<file path="config.mk">
export PLATFORM = sky130hd
export DESIGN_NAME = mvu_apb_cfg
export DESIGN_NICKNAME = d
export VERILOG_FILES = /design/src/rtl/mvu_apb_cfg.sv
export SDC_FILE = /design/constraint.sdc
export NUM_CORES = 1
export LEC_CHECK = 0
export ABC_AREA = 1
export CORE_MARGIN = 2
export CORE_UTILIZATION = 25
export CTS_CLUSTER_DIAMETER = 80
export CTS_CLUSTER_SIZE = 14
export DETAILED_ROUTE_END_ITERATION = 16
export GPL_TIMING_DRIVEN = 1
export PLACE_DENSITY = 0.47
export SYNTH_ARGS = -nofsm -noshare
export SYNTH_HDL_FRONTEND = slang
export SYNTH_SLANG_ARGS = --single-unit
</file>
<file path="constraint.sdc">
create_clock -name clk -period 6.3 [get_ports clk]
set_clock_uncertainty 0.2 [all_clocks]
set_input_delay 0.63 -clock clk [delete_from_list [all_inputs] [get_ports clk]]
set_output_delay 0.63 -clock clk [all_outputs]
set_load 0.03 [all_outputs]
</file>
<file path="src/rtl/mvu_apb_cfg.sv">
// mvu_apb_cfg: APB slave register file for the MVU.
// It holds the job configuration, generates the start pulse, and tracks done/irq status.
module mvu_apb_cfg #(
    parameter int unsigned ADDR_WIDTH = 12,
    parameter int unsigned DATA_WIDTH = 32
) (
    input  logic                  clk,
    input  logic                  rst,
    input  logic                  psel,
    input  logic                  penable,
    input  logic                  pwrite,
    input  logic [ADDR_WIDTH-1:0] paddr,
    input  logic [DATA_WIDTH-1:0] pwdata,
    output logic [DATA_WIDTH-1:0] prdata,
    output logic                  pready,
    output logic                  pslverr,
    input  logic                  mvu_busy,
    input  logic                  mvu_done,
    output logic                  cfg_start,
    output logic [5:0]            cfg_wprec,
    output logic [5:0]            cfg_iprec,
    output logic [5:0]            cfg_oprec,
    output logic [5:0]            cfg_quant_msb,
    output logic [15:0]           cfg_wbase,
    output logic [15:0]           cfg_ibase,
    output logic [15:0]           cfg_obase,
    output logic [15:0]           cfg_count,
    output logic [15:0]           cfg_scaler,
    output logic signed [31:0]    cfg_bias,
    output logic                  cfg_relu_en,
    output logic                  irq
);

    typedef enum logic [3:0] {
        REG_CTRL   = 4'h0,
        REG_STATUS = 4'h1,
        REG_PREC   = 4'h2,
        REG_QMSB   = 4'h3,
        REG_WBASE  = 4'h4,
        REG_IBASE  = 4'h5,
        REG_OBASE  = 4'h6,
        REG_COUNT  = 4'h7,
        REG_SCALER = 4'h8,
        REG_BIAS   = 4'h9
    } reg_e;

    reg_e        sel;
    logic [31:0] wdata;
    logic [31:0] rdata;
    logic        access;
    logic        wr_acc;
    logic        rd_acc;
    logic        addr_bad;
    logic        status_bad;
    logic        start_busy;
    logic        wr_ok;
    logic        start_req;
    logic        w1c_done;
    logic        irq_en;
    logic        irq_en_nxt;
    logic        done;
    logic        done_nxt;
    logic        addr_lsb_unused;

    assign sel             = reg_e'(paddr[5:2]);
    assign wdata           = pwdata[31:0];
    assign addr_lsb_unused = ^paddr[1:0];
    assign pready          = 1'b1;

    // Access decode, error classification and next values of the status bits.
    always_comb begin
        access     = psel & penable;
        wr_acc     = access & pwrite;
        rd_acc     = access & ~pwrite;
        addr_bad   = (paddr > ADDR_WIDTH'(63)) || (paddr[5:2] > 4'd9);
        status_bad = wr_acc & (sel == REG_STATUS) & ~wdata[1];
        start_busy = wr_acc & (sel == REG_CTRL) & wdata[0] & mvu_busy;
        // A START rejected for busy still commits the other CTRL bits.
        wr_ok      = wr_acc & ~addr_bad & ~status_bad;
        start_req  = wr_ok & (sel == REG_CTRL) & wdata[0] & ~mvu_busy;
        w1c_done   = wr_ok & (sel == REG_STATUS);
        irq_en_nxt = (wr_ok && sel == REG_CTRL) ? wdata[1] : irq_en;
        // Set beats clear when mvu_done and W1C land together.
        done_nxt   = mvu_done | (done & ~w1c_done);
        pslverr    = ~rst & access & (addr_bad | status_bad | start_busy);
    end

    // Read mux: drive data only during a valid read access phase.
    always_comb begin
        rdata = '0;
        if (rd_acc && !addr_bad && !rst) begin
            case (sel)
                REG_CTRL:   rdata = {29'd0, cfg_relu_en, irq_en, 1'b0};
                REG_STATUS: rdata = {30'd0, done, mvu_busy};
                REG_PREC:   rdata = {14'd0, cfg_oprec, cfg_iprec, cfg_wprec};
                REG_QMSB:   rdata = {26'd0, cfg_quant_msb};
                REG_WBASE:  rdata = {16'd0, cfg_wbase};
                REG_IBASE:  rdata = {16'd0, cfg_ibase};
                REG_OBASE:  rdata = {16'd0, cfg_obase};
                REG_COUNT:  rdata = {16'd0, cfg_count};
                REG_SCALER: rdata = {16'd0, cfg_scaler};
                REG_BIAS:   rdata = cfg_bias;
                default:    rdata = '0;
            endcase
        end
        prdata = DATA_WIDTH'(rdata);
    end

    // Register state: config fields, start pulse, done flag and irq.
    always_ff @(posedge clk or posedge rst) begin
        if (rst) begin
            cfg_start     <= 1'b0;
            cfg_wprec     <= '0;
            cfg_iprec     <= '0;
            cfg_oprec     <= '0;
            cfg_quant_msb <= '0;
            cfg_wbase     <= '0;
            cfg_ibase     <= '0;
            cfg_obase     <= '0;
            cfg_count     <= '0;
            cfg_scaler    <= '0;
            cfg_bias      <= '0;
            cfg_relu_en   <= 1'b0;
            irq_en        <= 1'b0;
            done          <= 1'b0;
            irq           <= 1'b0;
        end else begin
            cfg_start <= start_req;
            irq_en    <= irq_en_nxt;
            done      <= done_nxt;
            irq       <= done_nxt & irq_en_nxt;
            if (wr_ok) begin
                case (sel)
                    REG_CTRL:   cfg_relu_en <= wdata[2];
                    REG_PREC: begin
                        cfg_wprec <= wdata[5:0];
                        cfg_iprec <= wdata[11:6];
                        cfg_oprec <= wdata[17:12];
                    end
                    REG_QMSB:   cfg_quant_msb <= wdata[5:0];
                    REG_WBASE:  cfg_wbase     <= wdata[15:0];
                    REG_IBASE:  cfg_ibase     <= wdata[15:0];
                    REG_OBASE:  cfg_obase     <= wdata[15:0];
                    REG_COUNT:  cfg_count     <= wdata[15:0];
                    REG_SCALER: cfg_scaler    <= wdata[15:0];
                    REG_BIAS:   cfg_bias      <= $signed(wdata);
                    default: ;
                endcase
            end
        end
    end

endmodule

</file>
### After elaboration in Yosys (flattened, before gate mapping)

Cells that the tools add are included.

| storage, ports and cells | value |
|---|---|
| register bits | 141 |
| output and inout bits | 173 |

| operators by class | value |
|---|---|
| eq/ne operators | 9 |
| reductions and logical operators | 16 |
| bitwise operators | 28 |
| magnitude comparators | 2 |
| mux-type cells | 3 |

Operators by type and width:

| operator | number |
|---|---|
| $pmux 32 s10 | 1 |
| $mux 32 | 1 |
| $and 1x1->1 | 18 |
| $reduce_and 2->1 | 9 |
| $eq 4x3->1 const B | 4 |
| $gt 12x6->1 const B | 1 |
| $eq 4x2->1 const B | 2 |
| $eq 4x4->1 const B | 2 |
| $not 1->1 | 7 |
| $eq 4x1->1 const B | 1 |
| $gt 4x4->1 const B | 1 |
| $logic_not 4->1 | 1 |
| $logic_and 1x1->1 | 3 |
| $or 1x1->1 | 3 |
| $logic_not 1->1 | 2 |
| $logic_or 1x1->1 | 1 |
| $mux 1 | 1 |

### Logic depth before layout (Yosys ltp)

| logic depth | value |
|---|---|
| depth after elaboration | 11 |
| gate-level depth with buffers | 11 |

### Worst setup path before layout

No wires, ideal clock.

| path | value |
|---|---|
| path type | in2out |
| from | in paddr[2] |
| to | out prdata[3] |
| stages on the path | 8 |
| arrival | 1.925 ns |
| path slack | 3.545 ns |
| path through | inv_1 -> nand2_1 -> nor2_2 -> clkbuf_1 -> nand2_1 -> nand4_1 -> nor2_1 -> nor2_1 |

| on the way | value |
|---|---|
| cells in the longest elaborated chain, start to end | 6 |
| elaborated cells between the ends (all ways) | 18 |
| those cells by class | order compare (2); eq/ne (9); mux (2); reduce/logical (5) |

Ends and longest elaborated chain:

| what | RTL line | text |
|---|---|---|
| from (decl) | 12 | `input logic [ADDR_WIDTH-1:0] paddr,` |
| $gt 12x6->1 or $gt 4x4->1 (tied branches) | 75 | `addr_bad = (paddr > ADDR_WIDTH'(63)) \|\| (paddr[5:2] > 4'd9);` |
| $logic_or 1x1->1 | 75 |  |
| $logic_not 1->1 | 91 | `if (rd_acc && !addr_bad && !rst) begin` |
| $logic_and 1x1->1 (2 in series) | 91 |  |
| $mux 32 * | 91 |  |
| to (decl) | 14 | `output logic [DATA_WIDTH-1:0] prdata,` |

Every way passes the cells marked *; elsewhere a longest branch is shown, timed or not.

### Final worst setup path

| path | value |
|---|---|
| from | in paddr[4] |
| to | out prdata[0] |

Same word-level chain as after synthesis.

==> run metrics <==
Critical Path Max Stage Delay 0.90 ns; total CTS buffers 17; RSZ-0062 raised after global routing no; Final Core Density 37.5%; Post-synth EDFFs 0; Area Growth Syn to Fin 47.7%; flops & latches, synth 141; power density cells 227 nW/µm²; met1 WL 10.8 mm; outcome finished, final reports clean; highest layer used for signal routing met4; synth top area cells dfrtp_1, nand2_1, o21ai_1; Wirelength per Cell 17.6 µm; WL met2 10.7 mm; gr usage total 17.8%; actual slew at the worst max-slew pin 1.15 ns; clk buf depth 2; Final min period 4.28 ns; Setup crit end kind output pin; Post-synth top cells nand2_1, dfrtp_1, o21ai_1; initial core utilization 25.4%; hold_buf cts 0; GR Overflow Total 0; delay-heaviest family, CP simple AND/OR/NAND/NOR gates; Ports 224; via count 5930; first-pass detailed-route iteration total 5; Sink Count 141; vias per cell 4.49; Slew Limit Fails 0; Initial DRC Count 361; row count 58; final WL 23.3 mm; Fmax achieved 234 MHz; Critical Path Start Type input port; DP HPWL 15.4 mm; initial antenna violation count 0; Post-CTS Resized 0; CP Class input port to output pin; asr flop ratio synth 100%; Post-Syn Nets 828; worst endpoint required time 5.47 ns; Ys Warns 0; setup violators final 0; crit path cell chain clkdlybuf4s50_1 > nand2_1 > nor2_2 > nand2_1 > nand3_1 > nor2_1 > a21oi_1 > clkdlybuf4s50_1; CTS tree built; Leak 4.08 nW; synthesized instance count 777; GP Congestion 0.778; met3 routed WL 1.59 mm; Mapped Area 6370 µm²; Tcrit/Tclk final 68.0%; cell with the most instances after synthesis nand2_1; Reg clk slew, reported paths 0.06 ns; H-tree level count 4; Vert. Die Dim 164 µm; post-synth top area share 55.4%; nets@finish 1029; count of different cell masters after synthesis 24; latest clock arrival within the worst-skew pair 0.42 ns; die area 26800 µm²; buffers added on ports 220; HP Class register to register; syn_area_per_cell 8.20 µm²; core area 25100 µm²; Post CTS Setup Buffer Count 0; setup TNS 0 ns; drt drc 0; VDD IR-drop max 0.113 mV; crit-path max FO 17; CTS root buffer clkbuf_16; Slew headroom 23.3%; layout cell share with drive strength beyond 1 5.45%; Antenna Cells 0; Data arrival, critical path 3.45 ns; worst path bufs/invs 2; die width 164 µm; Fin. Hold Viols 0; largest net degree at the start of global routing 85; biggest area consumer among synthesized cells dfrtp_1; first-pass GRT wire length 35.6 mm; Slowest cell on crit path nor2_2; Seq/Total Area, Yosys 55.4%; Final ANT Viol Nets 0; top_reg_cell synth dfrtp_1; vias in the first global route 5839; MaxCap Viol Count 0
==> report_power, final <==
group / leakage, nW / switching (W) / internal (W)
sequential: 1.96 / 0.00000233 / 0.000908
clock: 0.308 / 0.000416 / 0.000707
combinational: 1.80 / 0.0000643 / 0.0000366
==> stage by stage <==
stage	total power (W)	setup WS, ns	cells	cell area [µm²]	hold WS (ns)
after floorplan	0.000972	1.69	777	6370	0.262
after global placement	0.00103	1.98	1289	8760	0.280
after detailed placement	0.00103	1.98	1289	8760	0.284
after CTS	0.00216	1.97	1321	9410	0.299
after global routing	0.00221	1.77	1321	9410	0.323
final	0.00213	2.02	1321	9410	0.295
==> registers in the layout, indices dropped and copies added, names as in the netlist <==
register,flops
cfg_bias,32
cfg_count,16
cfg_ibase,16
cfg_obase,16
cfg_scaler,16
cfg_wbase,16
cfg_iprec,6
cfg_oprec,6
cfg_quant_msb,6
cfg_wprec,6
cfg_relu_en,1
cfg_start,1
done,1
irq,1
irq_en,1
==> layer usage <==
metal	global-route usage, %	vias to the layer above
met2	28.5	208
met3	4.80	15
met1	24.1	2787
met4	3.75	0
met5	0	-
li1	-	2920
==> layout by cell type (no fill, tap or decap) <==
| master | n |
|---|---|
| conb_1 | 1 |
| clkbuf_1 | 2 |
| clkbuf_16 | 17 |
| nand4_1 | 19 |
| buf_4 | 3 |
| o21ai_1 | 72 |
| clkinv_1 | 2 |
| inv_6 | 3 |
| o21ai_0 | 53 |
| clkdlybuf4s50_1 | 220 |
| nand3_1 | 33 |
| nor2_2 | 6 |
| a21oi_1 | 6 |
| nor2_1 | 37 |
| clkinv_2 | 1 |
| clkinvlp_4 | 2 |
| bufinv_16 | 5 |
| clkinv_4 | 3 |
| o21a_1 | 10 |
| nand2_1 | 310 |
| nor3_1 | 2 |
| nand2_2 | 6 |
| nor2_4 | 1 |
| dfrtp_1 | 141 |
| inv_1 | 28 |
| nand2_4 | 3 |
| nand3b_1 | 1 |
| inv_2 | 4 |
==> layout make-up <==
class,count,area [µm²]
clock buffers,19,433
clock inverters,13,214
fillers,2599,15700
inverters,35,136
multi-input cells,560,2460
flip-flops and latches,141,3530
well taps,330,413
repair buffers,223,2220
==> worst reg2reg max path: cells and delay by family (launching register included) <==
family | cells | cell delay, ns
simple gates | 1 | 0.08
compound gates | 1 | 0.11
flops | 1 | 0.41
==> cell families after synthesis <==
| logic type | synth area share (%) |
|---|---|
| AND/OR/NAND/NOR | 27.0 |
| AO/OA/AOI/OAI | 11.5 |
| flip-flops | 55.4 |
| buffers and inverters | 6.05 |
| other | 0.0589 |
==> final timing paths <==
check | startpoint | end | slack, ns | depth (start not counted)
setup / recovery | paddr[4] | prdata[0] | 2.02 | 8
min in group asynchronous | rst | cfg_bias[0] | 0.55 | 2
hold reg to reg | cfg_bias[26] | cfg_bias[26] | 0.30 | 2
max in group asynchronous | rst | cfg_count[0] | 4.00 | 3
setup reg to reg | cfg_ibase[7] | cfg_ibase[7] | 5.33 | 2
hold / removal | cfg_bias[26] | cfg_bias[26] | 0.30 | 2
No activity file was read; power rests on OpenSTA's default activity.
